<file path="src/rtl/pe_interco_pkg.sv">
// Shared definitions for the PE interconnect: master-ID type, default
// widths and helpers used by the slave-side response tracker.
package pe_interco_pkg;

  // Default number of masters; master IDs are one-hot across this many bits
  localparam int N_MASTER = 16;

  // Default response data width
  localparam int DATA_WIDTH = 32;

  // One-hot master identifier as carried through the arbitration tree
  typedef logic [N_MASTER-1:0] pe_id_t;

  // Width of an occupancy counter that must represent 0..depth inclusive
  function automatic int occ_width(input int depth);
    return $clog2(depth) + 1;
  endfunction

endpackage

</file>
<file path="src/rtl/pe_id_fifo.sv">
// In-order FIFO of master IDs. One entry is written per granted request and
// one is consumed per peripheral response, so the head always names the
// master that owns the next response. Push and pop may happen in the same
// cycle at any occupancy where each is individually legal.
module pe_id_fifo
  import pe_interco_pkg::*;
#(
  parameter int  DEPTH  = 4,
  parameter type elem_t = pe_id_t,
  localparam int CW     = occ_width(DEPTH),
  localparam int PW     = $clog2(DEPTH)
) (
  input  logic          clk,
  input  logic          rst,
  input  logic          push,
  input  logic          pop,
  input  elem_t         wdata,
  output elem_t         rdata,
  output logic          full,
  output logic          empty,
  output logic [CW-1:0] count
);

  localparam logic [CW-1:0] DEPTH_CNT = CW'(DEPTH);

  elem_t         r_mem [DEPTH];
  logic [PW-1:0] r_wptr;
  logic [PW-1:0] r_rptr;
  logic [CW-1:0] r_count;

  logic w_full;
  logic w_empty;
  logic w_do_push;
  logic w_do_pop;

  // Status flags come straight from the occupancy count, and requests are
  // qualified here too so that an overflowing push or an underflowing pop can
  // never corrupt the pointers even if the caller forgets to gate them
  always_comb begin
    w_full    = (r_count == DEPTH_CNT);
    w_empty   = (r_count == '0);
    w_do_push = push & ~w_full;
    w_do_pop  = pop & ~w_empty;
  end

  // Storage is written at the write pointer; contents need no reset because
  // the count alone decides which entries are meaningful
  always_ff @(posedge clk) begin
    if (w_do_push) begin
      r_mem[r_wptr] <= wdata;
    end
  end

  // Pointers wrap for free because DEPTH is a power of two, so there is no
  // bubble when an index rolls over
  always_ff @(posedge clk) begin
    if (rst) begin
      r_wptr <= '0;
      r_rptr <= '0;
    end else begin
      if (w_do_push) begin
        r_wptr <= r_wptr + 1'b1;
      end
      if (w_do_pop) begin
        r_rptr <= r_rptr + 1'b1;
      end
    end
  end

  // Occupancy moves only when exactly one of push/pop happens
  always_ff @(posedge clk) begin
    if (rst) begin
      r_count <= '0;
    end else begin
      case ({w_do_push, w_do_pop})
        2'b10:   r_count <= r_count + 1'b1;
        2'b01:   r_count <= r_count - 1'b1;
        default: r_count <= r_count;
      endcase
    end
  end

  assign rdata = r_mem[r_rptr];
  assign full  = w_full;
  assign empty = w_empty;
  assign count = r_count;

endmodule

</file>
<file path="src/rtl/pe_resp_id_tracker.sv">
// Slave-side endpoint of the PE interconnect. Remembers which master was
// granted each request and routes every in-order peripheral response back to
// that master as a one-hot valid vector, one cycle after the response arrives.
module pe_resp_id_tracker
  import pe_interco_pkg::*;
#(
  parameter int N_MASTER   = pe_interco_pkg::N_MASTER,
  parameter int DATA_WIDTH = pe_interco_pkg::DATA_WIDTH,
  parameter int FIFO_DEPTH = 4
) (
  input  logic                             clk,
  input  logic                             rst,
  input  logic                             data_req_i,
  input  logic [N_MASTER-1:0]              data_ID_i,
  output logic                             data_gnt_o,
  output logic                             data_req_o,
  input  logic                             data_gnt_i,
  input  logic                             data_r_valid_i,
  input  logic [DATA_WIDTH-1:0]            data_r_rdata_i,
  output logic [N_MASTER-1:0]              data_r_valid_o,
  output logic [DATA_WIDTH-1:0]            data_r_rdata_o,
  output logic [occ_width(FIFO_DEPTH)-1:0] outstanding_o,
  output logic                             err_o
);

  localparam int CW = occ_width(FIFO_DEPTH);

  typedef logic [N_MASTER-1:0] id_t;

  logic          w_full;
  logic          w_empty;
  logic          w_push;
  logic          w_pop;
  logic          w_spurious;
  id_t           w_head_id;
  logic [CW-1:0] w_count;

  id_t                   r_valid_out;
  logic [DATA_WIDTH-1:0] r_rdata_out;
  logic                  r_err;

  // Request side: while every ID slot is taken, hide both the request and the
  // grant so nothing can be issued that we could not later route back. The
  // mask uses the current-cycle full flag, so a pop in the same cycle does
  // not open a pass-through path.
  always_comb begin
    data_req_o = data_req_i & ~w_full;
    data_gnt_o = data_gnt_i & ~w_full;
    w_push     = data_req_i & data_gnt_i & ~w_full;
    w_pop      = data_r_valid_i & ~w_empty;
    w_spurious = data_r_valid_i & w_empty;
  end

  pe_id_fifo #(
    .DEPTH  (FIFO_DEPTH),
    .elem_t (id_t)
  ) u_id_fifo (
    .clk   (clk),
    .rst   (rst),
    .push  (w_push),
    .pop   (w_pop),
    .wdata (data_ID_i),
    .rdata (w_head_id),
    .full  (w_full),
    .empty (w_empty),
    .count (w_count)
  );

  // Response register: the valid vector is a one-cycle pulse carrying the
  // popped ID, while the data keeps its last value between responses
  always_ff @(posedge clk) begin
    if (rst) begin
      r_valid_out <= '0;
      r_rdata_out <= '0;
    end else begin
      r_valid_out <= w_pop ? w_head_id : '0;
      if (w_pop) begin
        r_rdata_out <= data_r_rdata_i;
      end
    end
  end

  // A response with nothing outstanding has no owner; flag it and keep the
  // flag until reset so software can find it after the fact
  always_ff @(posedge clk) begin
    if (rst) begin
      r_err <= 1'b0;
    end else if (w_spurious) begin
      r_err <= 1'b1;
    end
  end

  assign data_r_valid_o = r_valid_out;
  assign data_r_rdata_o = r_rdata_out;
  assign outstanding_o  = w_count;
  assign err_o          = r_err;

endmodule
</file>
<file path="config.mk">
export PLATFORM = sky130hd
export DESIGN_NAME = pe_resp_id_tracker
export DESIGN_NICKNAME = d
export VERILOG_FILES = /design/src/rtl/pe_interco_pkg.sv /design/src/rtl/pe_id_fifo.sv /design/src/rtl/pe_resp_id_tracker.sv
export SDC_FILE = /design/constraint.sdc
export NUM_CORES = 1
export LEC_CHECK = 0
export BUFFER_PORTS_ARGS = -buffer_cell sky130_fd_sc_hd__buf_2
export CAP_MARGIN = 30
export CELL_PAD_IN_SITES_DETAIL_PLACEMENT = 0
export CELL_PAD_IN_SITES_GLOBAL_PLACEMENT = 1
export CORE_ASPECT_RATIO = 0.5
export CORE_MARGIN = 3
export CORE_UTILIZATION = 42
export DETAILED_ROUTE_END_ITERATION = 8
export GPL_ROUTABILITY_DRIVEN = 0
export PLACE_DENSITY_LB_ADDON = 0.1
export SLEW_MARGIN = 20
export SYNTH_ARGS = -nofsm -noshare
export SYNTH_HDL_FRONTEND = slang
export SYNTH_SLANG_ARGS = --single-unit
</file>
<file path="constraint.sdc">
create_clock -name clk -period 3.3 [get_ports clk]
set_clock_uncertainty 0.1 [all_clocks]
set_input_delay 0.825 -clock clk [delete_from_list [all_inputs] [get_ports clk]]
set_output_delay 0.825 -clock clk [all_outputs]
set_load 0.01 [all_outputs]
</file>
# Word-level counts from Yosys, hierarchy flattened
# Memories as Yosys holds them, arrays and structs flattened. A register that Yosys moved wholly into a read port is not among the register bits.
# Index checks and enable logic that the tools add are counted.
# totals
regBits,40
ram_bits,64
input_bits,53
out_inout_bits,54
word_cells,30
memories,1
# mem_list
name,words,width,read_ports,rd_ports_with_merged_regs,write_ports,line,source
u_id_fifo.r_mem,4,16,1,1,1,pe_id_fifo.sv:26,elem_t r_mem [DEPTH];
# op_classes
addsub,4
eq_ne,3
muxes,3
n_bitwise,11
n_reduce_logical,3
# ops
operator,count
bitwise AND 1 bit,8
case mux 3 bit (2 select lines),1
adder 2 x 1 -> 2 bit (second input constant),2
adder 3 x 1 -> 3 bit (second input constant),1
equality test 3 bit (second input constant),1
logical NOT 3 bit,1
inverter 1 bit,3
subtractor 3 x 1 -> 3 bit (second input constant),1
equality test 2 x 1 -> 1 bit (second input constant),1
equality test 2 bit (second input constant),1
two-way mux 1 bit,2
nonzero test 2 bit,1
OR reduction 2 bit,1

# Depth between registers and ports, before layout
# Gate-level depths: netlist of the first run.
# logic_depth
ltp_word,6
depth_mapped,10
mapped_depth_nobuf,9

# Modules after synthesis
# Synthesis of the first run repeated with hierarchy kept, for this count alone.
# unflattened
hier_cells,323
hier_area_um2,4754.6
# modules_own_cells
mod,instances,cells_per_inst,area_per_inst_um2,seq_area_each_um2
pe_id_fifo,1,138,2821.5,2102.0
pe_resp_id_tracker,1,185,1933.1,980.9

# Least setup slack after synthesis of the first run
# Ideal clock, no wire load.
# synth_timing
path_type,input-to-reg
start,in data_r_valid_i
end,"reg u_id_fifo.r_count[2], in the netlist u_id_fifo.count[2]"
setup_time_ns,0.070
arrival_ns,2.611
required_time_ns,3.130
path_slack_ns,0.519
stages,9
path_buffers,1
path_cell_list,o31ai_4 > inv_2 > clkbuf_1 > ha_1 > inv_1 > fa_1 > xor2_1 > or3_2 > a21oi_1
# synth_via
elab_chain_len,4
word_cells_on_any_way,6
cone_classes,eq/ne (2); mux (1); bitwise (2); reduce/logical (1)
# synth_rtl
item,line,source
from (decl),pe_resp_id_tracker.sv:18,"input logic data_r_valid_i,"
bitwise AND 1 bit *,pe_resp_id_tracker.sv:50,w_pop = data_r_valid_i & ~w_empty;
bitwise AND 1 bit *,pe_id_fifo.sv:43,w_do_pop = pop & ~w_empty;
net u_id_fifo.w_do_pop,pe_id_fifo.sv:34,logic w_do_pop;
equality test 2 x 1 -> 1 bit / equality test 2 bit (equally long branches),pe_id_fifo.sv:75,"case ({w_do_push, w_do_pop})"
case mux 3 bit (2 select lines) / nonzero test 2 bit (equally long branches),-,
to (signal assigned),pe_id_fifo.sv:76,2'b10: r_count <= r_count + 1'b1;
to (signal assigned),pe_id_fifo.sv:77,2'b01: r_count <= r_count - 1'b1;
to (signal assigned),pe_id_fifo.sv:78,default: r_count <= r_count;
to (decl),pe_id_fifo.sv:29,logic [CW-1:0] r_count;
# Mark *: on every way through the listed nets, which the timed path passes. The rest lies on a longest branch.
# A chain may end at the register's enable or synchronous reset.

# Worst setup path after layout of the first run
# layout_timing
start,"reg u_id_fifo.r_count[2], in the netlist u_id_fifo.count[2]"
end,"reg u_id_fifo.r_count[2], in the netlist u_id_fifo.count[2]"
# layout_via
elab_chain_len,6
word_cells_on_any_way,14
cone_classes,add/sub (2); eq/ne (3); mux (1); bitwise (6); reduce/logical (2)
# layout_rtl
item,line
equality test 3 bit / logical NOT 3 bit (equally long branches),"pe_id_fifo.sv:40, pe_id_fifo.sv:41"
inverter 1 bit (on tied branches),-
bitwise AND 1 bit (on tied branches),"pe_resp_id_tracker.sv:49, pe_resp_id_tracker.sv:50"
bitwise AND 1 bit (on tied branches),"pe_id_fifo.sv:42, pe_id_fifo.sv:43"
equality test 2 x 1 -> 1 bit / equality test 2 bit (equally long branches),pe_id_fifo.sv:75
case mux 3 bit (2 select lines) / nonzero test 2 bit (equally long branches),-
# Several ways; a longest one is shown, not always the timed one.

==> qor.log, run 1 <==
qor: run_status.status completed
qor: cells_and_area.final_nets 483
qor: cells_and_area.areaGrowthSynthToFinish 28.8%
qor: synthesis.number_of_nets_produced_by_synthesis 371
qor: critical_path.timing.critical_path.arrival 2.98 ns
qor: synthesis.synth_top_family_by_area simple AND/OR/NAND/NOR gates
qor: synthesis.post_synth_design_cell_area 0.00432 sq mm
qor: clock_network.cts_htree_levels 4
qor: grt.via_count_of_the_first_global_routing_pass 2,881
qor: drt.route.detailed.vias_per_inst 4.65
qor: synthesis.post_synth_fa_ha_maj_area_fraction 0.0191
qor: grt.use_met3 0.0735
qor: place.port_buffer_count 106
qor: floorplanning.floorplan.rows 25
qor: synthesis.synth_top_area_cell edfxtp_1
qor: sta.maxClockFrequency 363 MHz
qor: critical_path.cp.depth 9
qor: sta.hold_viol_final 0
qor: synthesis.yosysUniqueCellTypes 28
qor: clock_network.cts_hold_buf 0
qor: floorplanning.floorplan.die_area 0.0116 sq mm
qor: grt.global_route.peak_usage_layer met2
qor: clock_network.post-cts-setup-buffer-count 0
qor: run.timing.max_cap.violations 0
qor: sta.period_share 0.835
qor: drt.wl 8750 um
qor: floorplanning.die_width 149 um
qor: drt.drt.antenna.violating_nets 0
qor: clock_network.cts_root_buffer clkbuf_16
qor: clock_network.cts_resized 0
qor: critical_path.critical_path.most_common_cell inv_1
qor: critical_path.crit_chain or3b_1 -> and3_1 -> inv_1 -> ha_1 -> inv_1 -> fa_1 -> xor2_1 -> or3_2 -> a21oi_1
qor: drt.detail_route.first_pass.iterations 4
qor: critical_path.cp-start-kind register
qor: clock_network.cts.sink_count 120
qor: synthesis.yosys-mux-area-fraction 0.0891
qor: critical_path.cpMaxStageDelayCell dfxtp_1
qor: synthesis.synth_seq_cells 120
qor: pwr.leakagePower 0.00218 uW
qor: critical_path.path_delay_family simple AND/OR/NAND/NOR gates
qor: synthesis.dominant_cells_by_area_after_synthesis edfxtp_1 44%, dfxtp_1 26%, mux4_2 8.3%
qor: synthesis.synthesis.instances 312
qor: grt.met2_usage 0.255
qor: critical_path.crit_path_category reg2reg
qor: cells_and_area.finish.instance_area 0.00557 sq mm
qor: sta.final_period_minus_worst_setup_slack 2.76 ns
qor: drt.detail_route.iter0.violations 131
qor: sta.timing_worst_slew_pin_value 0.941 ns
qor: sta.post_route_setup_tns 0 ns
qor: critical_path.reg2reg_setup_slack 0.54 ns
qor: sta.timing.slew.headroom 0.372
qor: synthesis.dominantRegCellSynth edfxtp_1
qor: sta.grt_setup_unrepaired no
qor: cells_and_area.final_layout_size_suffix_gt1_frac 0.382
qor: clock_network.cts_made_buffers 17
qor: synthesis.synth_enable_flop_cells 64
qor: clock_network.tritoncts yes
qor: critical_path.capture_instance_of_the_worst_register_to_register_path u_id_fifo.count[2]
qor: floorplanning.die_height 77.8 um
qor: grt.grt_max_degree 43
qor: critical_path.worstSetupStartpoint u_id_fifo.count[2]
qor: grt.grt.overflow.total 0
qor: synthesis.yosys_synthesis_warning_count 0
qor: critical_path.timing.critical_path.to u_id_fifo.count[2]
qor: clock_network.worstSkewPairLatency 0.40 ns
qor: clock_network.path_clk_slew 0.05 ns
qor: synthesis.synth_simple_gate_area_share 0.107
qor: clock_network.cts_buffer_depth 2
qor: critical_path.regToRegStartpoint u_id_fifo.count[2]
qor: critical_path.critical_path.max_fanout 7
qor: critical_path.setup.worst_path.end_class register
qor: drt.detail_route.wl_per_cell 15.3 um
qor: synthesis.synth_xor_area_frac 0.00608
qor: drt.via_count 2,660
qor: floorplanning.start_util 0.445
qor: worst_hold_path.worst_hold_path_type reg2reg
qor: critical_path.worst_stage_delay_on_the_critical_path 0.45 ns
qor: floorplanning.core_area 0.00973 sq mm
qor: synthesis.synth_top_area_share 0.444
qor: cells_and_area.diodes 0
qor: synthesis.seq_area_frac_synth 0.704
qor: sta.maxSlewViolCount 0
qor: critical_path.required 3.52 ns
qor: sta.post_route_worst_hold_slack 0.351 ns
qor: synthesis.syn_area_per_cell 13.9 sq um
qor: synthesis.ys_async_sr_fraction 0
qor: floorplanning.io_pins 107
qor: drt.drc 0
qor: place.post-dp-hpwl 5450 um
qor: sta.finalSetupViolCount 0
qor: grt.grt_antenna_before_repair 0
qor: grt.grt_util_met1 0.195
qor: grt.track_usage 0.162
qor: critical_path.path_buf_inv 2
qor: place.placedInstanceArea 0.00497 sq mm
qor: synthesis.yosys-top-cells-count 64 x edfxtp_1, 64 x nand2_1, 56 x dfxtp_1
qor: synthesis.share_of_the_synthesized_area_in_compound_gates_ao_oa_aoi_oai 0.0489
qor: pwr.vdd_ir_drop_max 0.387 mV
qor: pwr.power_density_normalized_to_cell_area 823 mW/mm^2
qor: critical_path.worst-r2r-cell-count 9
qor: grt.first_pass_grt_wire_length 14,200 um
[stage by stage]
step | power, uW | std cells | util | setup WS (ns)
after floorplan | 2480 | 312 | - | 0.519
after global placement | 2760 | 540 | 0.511 | 0.604
after detailed placement | 2790 | 540 | 0.511 | 0.481
after CTS | 4650 | 572 | 0.573 | 0.533
after global routing | 4830 | 572 | 0.573 | 0.385
final | 4580 | 572 | 0.573 | 0.545
[logic make-up (layout without fill, tap and decap cells)]
kind of cell,after synthesis,after routing
xor+xnor,3,3
mux,18,18
fa+ha+maj,6,6
flops,120,120
buf+inv,25,150
simple gates,101,101
compound gates,39,39
[how the worst min path moves through the flow]
| stage | startpoint | to | cells after the start | slack (ns) |
|---|---|---|---|---|
| 3_3_place_gp | data_r_rdata_o[11] | data_r_rdata_o[11] | 2 | 0.34 |
| 2_1_floorplan | data_r_rdata_o[0] | data_r_rdata_o[0] | 2 | 0.38 |
| 5_1_grt | data_r_rdata_o[26] | data_r_rdata_o[26] | 2 | 0.38 |
| 3_5_place_dp | data_r_rdata_o[11] | data_r_rdata_o[11] | 2 | 0.35 |
| 4_1_cts | data_r_rdata_o[11] | data_r_rdata_o[11] | 2 | 0.35 |
| 6_report | data_r_rdata_o[3] | data_r_rdata_o[3] | 2 | 0.35 |
[layer usage]
metal | wire length [um] | vias to the layer above
li1 | - | 1317
met1 | 3840 | 1269
met2 | 4130 | 67
met3 | 707 | 7
met4 | 72 | 0
met5 | 0 | -
[layout by cell type, fill, tap and decap left out, types with 6 or more instances in the layout]
cell / Yosys / layout
nor2_1: 7 / 7
buf_2: 2 / 106
dfxtp_1: 56 / 56
mux4_2: 16 / 16
inv_1: 7 / 7
nand2_1: 64 / 64
edfxtp_1: 64 / 64
a21oi_1: 36 / 36
nor2b_1: 16 / 16
and2_2: 6 / 6
clkbuf_16: 0 / 17
[sequential cells by signal (all words and copies together) (netlist names)]
register and flops:
data_r_valid_o 16, u_id_fifo.r_wptr 2, u_id_fifo.r_mem 64, u_id_fifo.r_rptr 2
err_o 1, u_id_fifo.count 3, data_r_rdata_o 32
[area by class of cell]
cell class	instances	area (sq um)
Fill cell	812	4160
Sequential cell	120	3040
Multi-Input combinational cell	167	1170
Timing Repair Buffer	110	561
Clock buffer	17	425
Clock inverter	15	173
Tap cell	135	169
Inverter	8	30.0
[tightest hold or removal path: cells and delay by family (launching register included)]
kind	cells	cell delay, ns
DFF	1	0.30
and+or+nand+nor	1	0.05
AOI/OAI and AO/OA	1	0.05
[where the power goes]
part	switching (uW)	internal [uW]	leakage, uW
clock	653	1190	0.000292
sequential	101	1750	0.00104
combinational	486	406	0.000850
total	1240	3340	0.00218
(Power assumes the default switching activity.)
==> run 2: changes to the inputs <==
==> constraint.sdc (replaced) <==
create_clock -name clk -period 2.8 [get_ports clk]
set_clock_uncertainty 0.1 [all_clocks]
set_input_delay 0.7 -clock clk [delete_from_list [all_inputs] [get_ports clk]]
set_output_delay 0.7 -clock clk [all_outputs]
set_load 0.01 [all_outputs]
==> qor.log, run 2 (synthesized netlist as in run 1, its figures left out) <==
qor: sta.maxSlewViolCount 0
qor: drt.wl 8930 um
qor: place.post-dp-hpwl 5620 um
qor: sta.period_share 0.946
qor: drt.drt.antenna.violating_nets 0
qor: critical_path.critical_path.max_fanout 7
qor: pwr.power_density_normalized_to_cell_area 955 mW/mm^2
qor: floorplanning.floorplan.die_area 0.0116 sq mm
qor: pwr.switching_share 0.286
qor: grt.grt_max_degree 43
qor: cells_and_area.filler_cell_count 828
qor: drt.detail_route.first_pass.iterations 4
qor: pwr.vdd_ir_drop_max 0.405 mV
qor: critical_path.critical_path.most_common_cell inv_1
qor: cells_and_area.max_ffs_per_register 64
qor: drt.via_count 2,731
qor: floorplanning.floorplan.rows 25
qor: cells_and_area.final_cell_mix 106 x buf_2, 64 x nand2_1, 64 x edfxtp_1
qor: critical_path.capture_instance_of_the_worst_register_to_register_path u_id_fifo.count[2]
qor: critical_path.cpMaxStageDelayCell or3b_1
qor: sta.final_period_minus_worst_setup_slack 2.65 ns
qor: critical_path.timing.critical_path.arrival 2.87 ns
qor: pwr.share_comb_of_total_power 0.200
qor: clock_network.tritoncts yes
qor: pwr.power.total 5300 uW
qor: grt.track_usage 0.165
qor: drt.detail_route.iter0.violations 85
qor: grt.global_route.peak_usage_layer met2
qor: clock_network.cts_buffer_depth 2
qor: worst_hold_path.worst_hold_path_type reg2reg
qor: sta.post_route_setup_tns 0 ns
qor: pwr.power.share.sequential 0.412
qor: floorplanning.core_area 0.00973 sq mm
qor: clock_network.worstSkewPairLatency 0.40 ns
qor: critical_path.reg2reg_setup_slack 0.15 ns
qor: critical_path.regToRegStartpoint u_id_fifo.count[0]
qor: run_status.status completed
qor: sta.grt_setup_unrepaired no
qor: cells_and_area.final_nets 483
qor: grt.grt_antenna_before_repair 0
qor: floorplanning.die_width 149 um
qor: cells_and_area.most_frequent_standard_cell_in_the_layout_excluding_fill_and_tap_cells buf_2
qor: grt.grt_util_met1 0.188
qor: clock_network.path_clk_slew 0.06 ns
qor: clock_network.cts.sink_count 120
qor: critical_path.crit_chain or3b_1 -> and3_4 -> inv_1 -> ha_1 -> inv_1 -> fa_1 -> xor2_1 -> or3_2 -> a21oi_1
qor: grt.use_met3 0.0788
qor: pwr.leakagePower 0.00215 uW
qor: floorplanning.die_height 77.8 um
qor: drt.route.detailed.vias_per_inst 4.77
qor: critical_path.path_delay_family simple AND/OR/NAND/NOR gates
qor: drt.drc 0
qor: sta.maxClockFrequency 378 MHz
qor: place.port_buffer_count 106
qor: clock_network.cts_htree_levels 4
qor: run.timing.max_cap.violations 0
qor: clock_network.cts_made_buffers 17
qor: clock_network.cts_root_buffer clkbuf_16
qor: grt.first_pass_grt_wire_length 14,500 um
qor: critical_path.required 3.02 ns
qor: drt.detail_route.wl_per_cell 15.6 um
qor: cells_and_area.diodes 0
qor: sta.timing_worst_slew_pin_value 0.926 ns
qor: floorplanning.start_util 0.445
qor: cells_and_area.areaGrowthSynthToFinish 28.3%
qor: critical_path.setup.worst_path.end_class register
qor: critical_path.worst_stage_delay_on_the_critical_path 0.45 ns
qor: critical_path.cp.depth 9
qor: worst_hold_path.hold_path_startpoint data_r_rdata_o[11]
qor: critical_path.crit_path_category reg2reg
qor: clock_network.post-cts-setup-buffer-count 0
qor: worst_hold_path.holdPathStages 2
qor: floorplanning.io_pins 107
qor: pwr.intPower 3780 uW
qor: pwr.clkPwrFrac 0.388
qor: cells_and_area.registers.top_by_ff_count u_id_fifo.r_mem
qor: cells_and_area.final_layout_size_suffix_gt1_frac 0.389
qor: pwr.net-switching-power 1520 uW
qor: grt.met2_usage 0.271
qor: worst_hold_path.whs_endpoint data_r_rdata_o[11]
qor: critical_path.cp-start-kind register
qor: grt.grt.overflow.total 0
qor: critical_path.worst-r2r-cell-count 9
qor: sta.timing.slew.headroom 0.382
qor: sta.hold_viol_final 0
qor: sta.finalSetupViolCount 0
qor: grt.via_count_of_the_first_global_routing_pass 2,883
qor: critical_path.path_buf_inv 2
## run 2: how the worst max path moves through the flow
stage	startpoint	to	slack [ns]
floorplan	data_r_valid_i	u_id_fifo.count[2]	0.14
global placement	u_id_fifo.count[2]	u_id_fifo.count[2]	0.20
detailed placement	u_id_fifo.count[2]	u_id_fifo.count[2]	0.01
CTS	u_id_fifo.count[2]	u_id_fifo.count[2]	0.009
global route	u_id_fifo.count[0]	u_id_fifo.count[2]	0.06
finish	u_id_fifo.count[0]	u_id_fifo.count[2]	0.15
## run 2: power groups by stage
stage	sequential (uW)	combinational, uW	clock (uW)
3_3_place_gp	2210	1050	0
6_report	2180	1060	2060
2_1_floorplan	2270	655	0
3_5_place_dp	2220	1080	0
4_1_cts	2180	1080	2100
5_1_grt	2210	1170	2200
## run 2: area by class of cell
type / instances / area, sq um / share of cell area
clock buffer: 17 / 425 / 0.0767
clock inverter: 15 / 145 / 0.0262
inverter: 8 / 30.0 / 0.00541
multi-input combinational: 167 / 1170 / 0.212
sequential: 120 / 3040 / 0.549
tap: 135 / 169 / 0.0304
timing repair buffer: 110 / 561 / 0.101
## run 2: worst register-to-register path: cells and delay by family, from the launching register on
family,cells,cell delay [ns]
adder cells (fa/ha/maj),2,0.55
buffers and inverters,2,0.12
XOR/XNOR,1,0.16
flip-flops,1,0.38
AND/OR/NAND/NOR,3,1.09
AO/OA/AOI/OAI,1,0.16
## run 2: what timing repair did
| item | CTS | global route |
|---|---|---|
| endpoints found under the setup margin | 0 | 1 |
| gates resized for setup | 0 | 3 |
| hold buffers | 0 | 0 |
## run 2: metrics by stage
stage	setup WS [ns]	cell area, sq um	hold WS, ns	util	cells
after CTS	0.00940	5540	0.353	0.570	572
final	0.152	5550	0.349	0.570	572
after detailed placement	0.0129	4970	0.345	0.511	540
after global routing	0.0637	5550	0.375	0.570	572
after global placement	0.202	4970	0.340	0.511	540
after floorplan	0.144	4320	0.381	-	312
## run 2: per-layer routing
| layer | part of all wire | wire [um] |
|---|---|---|
| met3 | 0.082 | 731 |
| met5 | 0 | 0 |
| met1 | 0.43 | 3810 |
| met2 | 0.48 | 4280 |
| met4 | 0.013 | 115 |
==> run 3: changes to the inputs <==
--- a/config.mk
+++ b/config.mk
@@ -5,16 +5,17 @@
 export SDC_FILE = /design/constraint.sdc
 export NUM_CORES = 1
 export LEC_CHECK = 0
+export ABC_AREA = 1
 export BUFFER_PORTS_ARGS = -buffer_cell sky130_fd_sc_hd__buf_2
 export CAP_MARGIN = 30
 export CELL_PAD_IN_SITES_DETAIL_PLACEMENT = 0
 export CELL_PAD_IN_SITES_GLOBAL_PLACEMENT = 1
 export CORE_ASPECT_RATIO = 0.5
 export CORE_MARGIN = 3
-export CORE_UTILIZATION = 42
+export CORE_UTILIZATION = 41
 export DETAILED_ROUTE_END_ITERATION = 8
 export GPL_ROUTABILITY_DRIVEN = 0
-export PLACE_DENSITY_LB_ADDON = 0.1
+export PLACE_DENSITY_LB_ADDON = 0.2
 export SLEW_MARGIN = 20
 export SYNTH_ARGS = -nofsm -noshare
 export SYNTH_HDL_FRONTEND = slang
==> qor.log, run 3 <==
qor: place.numPlacedInstances 684
qor: synthesis.yosys.cell_count.top_type nor2_1
qor: grt.via_count_of_the_first_global_routing_pass 3,321
qor: sta.grt_setup_unrepaired no
qor: synthesis.synth_top_area_share 0.416
qor: grt.first_pass_grt_wire_length 16,200 um
qor: clock_network.tritoncts yes
qor: drt.detail_route.iter0.violations 203
qor: grt.grt.overflow.total 0
qor: drt.detail_route.wl_per_cell 13.9 um
qor: sta.maxSlewViolCount 0
qor: sta.final_period_minus_worst_setup_slack 2.13 ns
qor: pwr.power_density_normalized_to_cell_area 994 mW/mm^2
qor: sta.period_share 0.760
qor: cells_and_area.max_ffs_per_register 64
qor: critical_path.timing.critical_path.arrival 1.33 ns
qor: grt.track_usage 0.166
qor: clock_network.cts_root_buffer clkbuf_16
qor: sta.maxClockFrequency 470 MHz
qor: synthesis.yosys_synthesis_warning_count 0
qor: synthesis.yosys-top-cells-count 138 x nor2_1, 64 x edfxtp_1, 56 x dfxtp_1
qor: floorplanning.floorplan.die_area 0.0126 sq mm
qor: clock_network.post-cts-setup-buffer-count 0
qor: critical_path.setup.worst_path.end_class output port
qor: cells_and_area.final_cell_mix 138 x nor2_1, 106 x buf_2, 64 x edfxtp_1
qor: synthesis.syn_area_per_cell 10.2 sq um
qor: cells_and_area.filler_cell_count 941
qor: drt.drt.antenna.violating_nets 0
qor: cells_and_area.diodes 0
qor: synthesis.number_of_nets_produced_by_synthesis 512
qor: floorplanning.die_height 81.0 um
qor: cells_and_area.final_layout_size_suffix_gt1_frac 0.264
qor: sta.hold_viol_final 0
qor: clock_network.cts_buffer_depth 2
qor: pwr.vdd_ir_drop_max 0.532 mV
qor: run_status.status completed
qor: critical_path.crit_path_category reg2out
qor: synthesis.synthesis.instances 453
qor: synthesis.yosysUniqueCellTypes 22
qor: grt.grt_max_degree 37
qor: floorplanning.io_pins 107
qor: clock_network.cts_made_buffers 17
qor: synthesis.seq_area_frac_synth 0.659
qor: floorplanning.start_util 0.437
qor: worst_hold_path.worst_hold_path_type reg2reg
qor: clock_network.cts_resized 0
qor: place.preCtsSetupSlack 0.434 ns
qor: cells_and_area.final_nets 622
qor: clock_network.cts.sink_count 120
qor: drt.drc 0
qor: drt.via_count 3,335
qor: synthesis.synth_top_area_cell edfxtp_1
qor: pwr.leakagePower 0.00253 uW
qor: clock_network.path_clk_slew 0.05 ns
qor: floorplanning.core_area 0.0106 sq mm
qor: run.timing.max_cap.violations 0
qor: sta.timing.slew.headroom 0.533
qor: sta.post_route_setup_tns 0 ns
qor: drt.route.detailed.vias_per_inst 4.66
qor: floorplanning.die_width 156 um
qor: place.post-dp-hpwl 5840 um
qor: clock_network.cts_hold_buf 0
qor: drt.detail_route.first_pass.iterations 5
qor: synthesis.synth_enable_flop_cells 64
qor: sta.final_critical_path_setup_slack 0.671 ns
qor: place.port_buffer_count 106
qor: cells_and_area.instances_no_fill 716
qor: sta.timing_worst_slew_pin_value 0.698 ns
qor: clock_network.worstSkewPairLatency 0.40 ns
qor: synthesis.synth_seq_cells 120
qor: synthesis.post_synth_design_cell_area 0.00462 sq mm
qor: sta.finalSetupViolCount 0
qor: grt.grt_antenna_before_repair 0
qor: floorplanning.floorplan.rows 26
qor: synthesis.dominant_cells_by_area_after_synthesis edfxtp_1 42%, dfxtp_1 24%, nor2_1 11%
qor: clock_network.cts_htree_levels 4
qor: critical_path.required 2.00 ns
qor: drt.wl 9940 um
qor: cells_and_area.registers.top_by_ff_count u_id_fifo.r_mem
qor: critical_path.critical_path.max_fanout 5
qor: synthesis.ys_async_sr_fraction 0
qor: cells_and_area.areaGrowthSynthToFinish 27.6%
qor: critical_path.cp-start-kind register
qor: synthesis.dominantRegCellSynth edfxtp_1
qor: cells_and_area.most_frequent_standard_cell_in_the_layout_excluding_fill_and_tap_cells nor2_1
## run 3: cell count changes after synthesis, moves of 7 or more
cell,previous run,this run
clkbuf_1,12,5
nand2_1,64,47
buf_2,2,9
nor2b_1,16,0
a21oi_1,36,22
inv_1,7,17
mux4_2,16,0
o21ai_0,2,31
nand3b_1,0,32
nor2_1,7,138
## run 3: kinds of logic after synthesis
family	Yosys count	share of synthesized area
fa+ha+maj	6	0.0179
compound gates	57	0.0648
flops	120	0.659
simple gates	226	0.215
buf+inv	44	0.0431
## run 3: final cells by class
class,count,area (sq um),area share
clock inverter,12,176,0.0300
tap,140,175,0.0297
timing repair buffer,115,598,0.102
clock buffer,20,447,0.0758
inverter,20,75.1,0.0127
sequential,120,3040,0.517
multi-input combinational,289,1380,0.233
## run 3: worst max-delay path, cell delays in order (launching register included)
cell and delay [ns]:
dfxtp_1 0.35, nor2_4 0.19, nand2_1 0.13, inv_1 0.09, nor2_1 0.04, buf_2 0.13
## run 3: worst paths after layout
| check | endpoint | from | slack [ns] | depth (start not counted) |
|---|---|---|---|---|
| max | data_req_o | u_id_fifo.count[0] | 0.67 | 5 |
| min reg2reg | err_o | err_o | 0.35 | 2 |
| min | err_o | err_o | 0.35 | 2 |
| max reg2reg | u_id_fifo.count[2] | u_id_fifo.count[0] | 0.68 | 12 |
## run 3: per-layer routing
layer | wire length (um) | share of wire | GRT usage | vias to the layer above
met1 | 4640 | 0.47 | 0.213 | 1528
li1 | - | - | - | 1717
met4 | 34 | 0.0034 | 0.0661 | 0
met3 | 741 | 0.075 | 0.0607 | 4
met2 | 4530 | 0.46 | 0.259 | 86
met5 | 0 | 0 | 0 | -
## run 3: per-stage QoR
step / hold slack [ns] / area (sq um) / power [uW] / utilization
3_3_place_gp: 0.335 / 5270 / 3630 / 0.498
5_1_grt: 0.382 / 5890 / 6220 / 0.557
6_report: 0.350 / 5890 / 5860 / 0.557
4_1_cts: 0.353 / 5890 / 5930 / 0.557
2_1_floorplan: 0.368 / 4620 / 3210 / -
3_5_place_dp: 0.345 / 5270 / 3640 / 0.498
## run 3: report_power, final
part | internal [uW] | switching [uW] | total (uW)
Clock | 1510 | 755 | 2270
Combinational | 473 | 882 | 1360
Sequential | 2110 | 121 | 2230
